==> src/rtl/demux_stream_1to4.sv <==
// demux_stream_1to4
//   Routes one valid/ready stream of N-bit words to one of four single-word
//   output lanes. The destination is either in_sel (auto_mode=0) or an
//   internal round-robin pointer (auto_mode=1). A lane that is blocked
//   stalls only words aimed at it.
//
// Ports
//   clk, rst            clock, asynchronous active-high reset
//   in_valid/in_ready   input handshake; in_data word, in_sel explicit lane
//   auto_mode           1: destination = rr_ptr, 0: destination = in_sel
//   out_valid[i]        lane i holds a word; out_ready[i] lane i consumer takes it
//   out_data0..3        held word of each lane
//   rr_ptr              current round-robin destination
//   xfer_count          accepted input words, wraps modulo 2^16
module demux_stream_1to4 #(
  parameter int N = 16
) (
  input  logic         clk,
  input  logic         rst,
  input  logic         in_valid,
  output logic         in_ready,
  input  logic [N-1:0] in_data,
  input  logic [1:0]   in_sel,
  input  logic         auto_mode,
  output logic [3:0]   out_valid,
  input  logic [3:0]   out_ready,
  output logic [N-1:0] out_data0,
  output logic [N-1:0] out_data1,
  output logic [N-1:0] out_data2,
  output logic [N-1:0] out_data3,
  output logic [1:0]   rr_ptr,
  output logic [15:0]  xfer_count
);

  logic [1:0]   dest;
  logic [3:0]   lane_free;
  logic         accept;
  logic [N-1:0] lane_data [4];

  // A full lane that drains this cycle can take a new word on the same edge,
  // which keeps back-to-back traffic to one lane at full rate.
  always_comb begin
    dest      = auto_mode ? rr_ptr : in_sel;
    lane_free = ~out_valid | out_ready;
    in_ready  = lane_free[dest];
    accept    = in_valid & in_ready;
  end

  // Lane registers: reload has priority over drain.
  always_ff @(posedge clk or posedge rst) begin
    if (rst) begin
      out_valid <= 4'b0000;
      for (int i = 0; i < 4; i++) lane_data[i] <= '0;
    end else begin
      for (int i = 0; i < 4; i++) begin
        if (accept && (dest == 2'(i))) begin
          out_valid[i] <= 1'b1;
          lane_data[i] <= in_data;
        end else if (out_ready[i]) begin
          out_valid[i] <= 1'b0;
        end
      end
    end
  end

  // Round-robin pointer moves only on auto-mode accepts; lanes are never skipped.
  always_ff @(posedge clk or posedge rst) begin
    if (rst) begin
      rr_ptr     <= 2'd0;
      xfer_count <= 16'd0;
    end else if (accept) begin
      xfer_count <= xfer_count + 16'd1;
      if (auto_mode) rr_ptr <= rr_ptr + 2'd1;
    end
  end

  assign out_data0 = lane_data[0];
  assign out_data1 = lane_data[1];
  assign out_data2 = lane_data[2];
  assign out_data3 = lane_data[3];

endmodule

==> config.mk <==
export PLATFORM = sky130hd
export DESIGN_NAME = demux_stream_1to4
export DESIGN_NICKNAME = d
export VERILOG_FILES = /design/src/rtl/demux_stream_1to4.sv
export SDC_FILE = /design/constraint.sdc
export NUM_CORES = 1
export LEC_CHECK = 0
export BUFFER_PORTS_ARGS = -buffer_cell sky130_fd_sc_hd__buf_2
export CAP_MARGIN = 20
export CORE_ASPECT_RATIO = 0.5
export CORE_UTILIZATION = 45
export CTS_CLUSTER_SIZE = 14
export DETAILED_ROUTE_END_ITERATION = 8
export PLACE_DENSITY = 0.75
export SKIP_LAST_GASP = 1
export SYNTH_ARGS = -nofsm -noshare
export SYNTH_HDL_FRONTEND = slang
export SYNTH_SLANG_ARGS = --single-unit
==> constraint.sdc <==
create_clock -name clk -period 3.8 [get_ports clk]
set_input_delay 0.57 -clock clk [delete_from_list [all_inputs] [get_ports clk]]
set_output_delay 0.57 -clock clk [all_outputs]
set_load 0.005 [all_outputs]
==> impl_metrics.ini <==
[cts]
post_cts.repair.setup_buffers = 0
numClockSinks = 86
number_of_levels_in_the_clock_h_tree = 3
cts_hold_buffers = 0
tritoncts.num_buffers = 9
clock_path_buffers = 2
clock-root-buffer = clkbuf_16
path_clk_slew_ps = 70
clock_insertion_delay_worst_skew_ps = 330
postCtsResizedCells = 0
cts_tree = done

[floorplan]
floorplan.die.height_um = 64.4
std_cell_rows = 22
initial_utilization_pct = 47.2
core_region_area_um2 = 7430
io-pin-count = 113
die_footprint_um2 = 8170
die-width_um = 127

[sta]
skew_ps = 6.78
worst_hold_slack_ps = 409
final.period_utilization_pct = 74.3
tmin_final_ps = 2820
max_freq_mhz = 354
totalNegativeSetupSlack_ps = 0
timing_worst_slew_pin_value_ps = 935
setup-violations-final = 0
report.final.hold_viol_count = 0
max-slew-margin-rel_pct = 37.6
final-max-slew-violation-count = 0
setup_repair_after_global_routing_missed_its_margin = no

[placed_design]
numPortBuffers = 112
gp_congestion = 0.902
hpwl_um = 5470
placed_cell_count = 450

[yosys]
netlist_area_um2 = 3510
synth.ff_latch_count = 86
synth.top_cell.area_share_pct = 61.3
synth_most_common_cell = dfrtp_1
count_of_flip_flops_with_a_built_in_enable_after_synthesis = 0
commonest_cells_in_the_synthesized_netlist = 86 x dfrtp_1, 43 x mux2_1, 14 x xor2_1
synth.net_count = 273
post_synth_main_area_contributors = dfrtp_1 61%, mux2_1 14%, mux2_2 4.2%
synth_ff_type = dfrtp_1
ys_warn_count = 0
avgSynthCellArea_um2 = 14.3
seq_area_frac_synth_pct = 61.3
post_synth_num_cell_types = 31
syn_inst = 246
post-synth-top-area-cell = dfrtp_1
synthArstFlopShare_pct = 100

[routing]
antenna_violating_nets_post_route = 0
post_drt_wl_per_cell_um = 16.4
post-route-drc-count = 0
drtPass1Iterations = 4
vias = 2417
drt_first_iter_violations = 163
post_drt_via_cell_ratio = 5.19
wirelength_um = 7660

[global_route]
globalRouteTotalUtil_pct = 19.9
grt_pass1_wl_um = 12300
grt_overflow = 0
grt_max_degree = 56
initial_antenna_violation_count = 0
grt_pass1_vias = 2500

[flow_run]
max_cap_violations = 0

[cells_and_area]
antenna-diode-count = 0
fillCellCount = 595
synthToLayoutAreaGrowth_pct = 26.7
final_net_count = 392
layoutNonFillerInstCount = 466
final_layout_size_suffix_gt1_share_pct = 43.2
layout.area.seq_um2 = 2150
multi_input_gate_area_um2 = 1270

[min_path]
min_path_type = input pin to asynchronous set/reset pin

[setup_path]
r2r.worst_path.cells = 7
critPathRequiredTime_ps = 4020
critical_path_startpoint_category = register
crit_type = register to register
arrival_worst_endpoint_ps = 3040
cp_max_fo = 19
crit_path_end_kind = register

[pwr]
seq_power_share_pct = 45.3
power_density_nw_per_um2 = 779
power_leakage_nw = 2.25
final_total_pwr_mw = 3.46
power.clock.fraction_pct = 23.7
comb_power_share_pct = 31.0
vdd_ir_drop_max_uv = 361
p_sw_mw = 1.08
internal-power_mw = 2.38
power_switching_share_pct = 31.3

[status]
outcome = completed
cells by family (layout without fill, tap and decap cells):
kind of cell	count (synthesis)	after routing	synth area share, %
AO/OA/AOI/OAI	8	8	1.46
XOR/XNOR	17	17	4.24
adder cells (fa/ha/maj)	1	1	0.357
buffers and inverters	13	137	2.32
flip-flops	86	86	61.3
multiplexers	65	65	21.8
AND/OR/NAND/NOR	56	56	8.45
layer usage:
layer,share of wire [%],track usage (%),up-vias
met4,1.6,7.14,0
li1,-,-,1102
met2,51,34.1,76
met5,0,0,-
met1,43,24.5,1224
met3,4.3,5.70,15
final timing paths:
check | to | slack [ps] | start
worst max-delay path | out_data2[3] | 980 | rr_ptr[0]
worst min-delay path | out_valid[0] | 410 | rst
worst max register to register | out_data2[3] | 980 | rr_ptr[0]
worst min register to register | xfer_count[15] | 470 | xfer_count[15]
max in group asynchronous | out_data1[7] | 2450 | rst
min in group clk | xfer_count[15] | 470 | xfer_count[15]
area by class of cell:
| type | instances | share of cell area (%) |
|---|---|---|
| Sequential cell | 86 | 48.4 |
| Multi-Input combinational cell | 147 | 28.7 |
| Timing Repair Buffer | 117 | 13.5 |
| Clock buffer | 9 | 5.07 |
| Tap cell | 96 | 2.70 |
| Clock inverter | 7 | 1.30 |
| Inverter | 4 | 0.366 |
state kept, by name (all words and copies together), names as in the netlist:
register and cells:
out_data0 16, out_data1 16, out_data2 16, out_data3 16, out_valid 4, rr_ptr 2, xfer_count 16
through the flow:
| step | instance area [um^2] | worst slack (ps) | util [%] |
|---|---|---|---|
| 6_report | 4440 | 977 | 59.8 |
| 5_1_grt | 4440 | 831 | 59.8 |
| 4_1_cts | 4440 | 974 | 59.8 |
| 3_5_place_dp | 4160 | 738 | 56.0 |
| 3_3_place_gp | 4160 | 882 | 56.0 |
| 2_1_floorplan | 3510 | 1010 | - |
power by group through the flow:
stage	Clock [mW]	Sequential, mW	Combinational, mW
3_3_place_gp	0	1.55	1.04
5_1_grt	0.879	1.62	1.18
3_5_place_dp	0	1.58	1.09
4_1_cts	0.842	1.57	1.09
2_1_floorplan	0	1.59	0.503
6_report	0.820	1.57	1.08
cells in the final DEF, fill, tap and decap left out, drive strengths merged, types with 2 or more instances in the layout:
| cell type | Yosys | final |
|---|---|---|
| dfrtp | 86 | 86 |
| inv | 4 | 5 |
| nor3 | 8 | 8 |
| nand2b | 3 | 3 |
| clkinv | 0 | 4 |
| clkinvlp | 0 | 2 |
| nand4 | 4 | 4 |
| buf | 7 | 117 |
| mux2 | 65 | 65 |
| clkbuf | 2 | 9 |
| nand3b | 2 | 2 |
| a21oi | 3 | 3 |
| and3 | 6 | 6 |
| nand2 | 12 | 12 |
| xnor2 | 3 | 3 |
| or3b | 2 | 2 |
| nand3 | 7 | 7 |
| nor2 | 8 | 8 |
| o21ai | 3 | 3 |
| xor2 | 14 | 14 |
critical path, cell delays in order (launching register included):
cell and delay, ps:
dfrtp_1 430, inv_1 110, a32o_1 240, a2111o_1 640, inv_2 220, and3_1 430
buf_4 310, mux2_4 320
No activity file was read; power rests on OpenSTA's default activity.
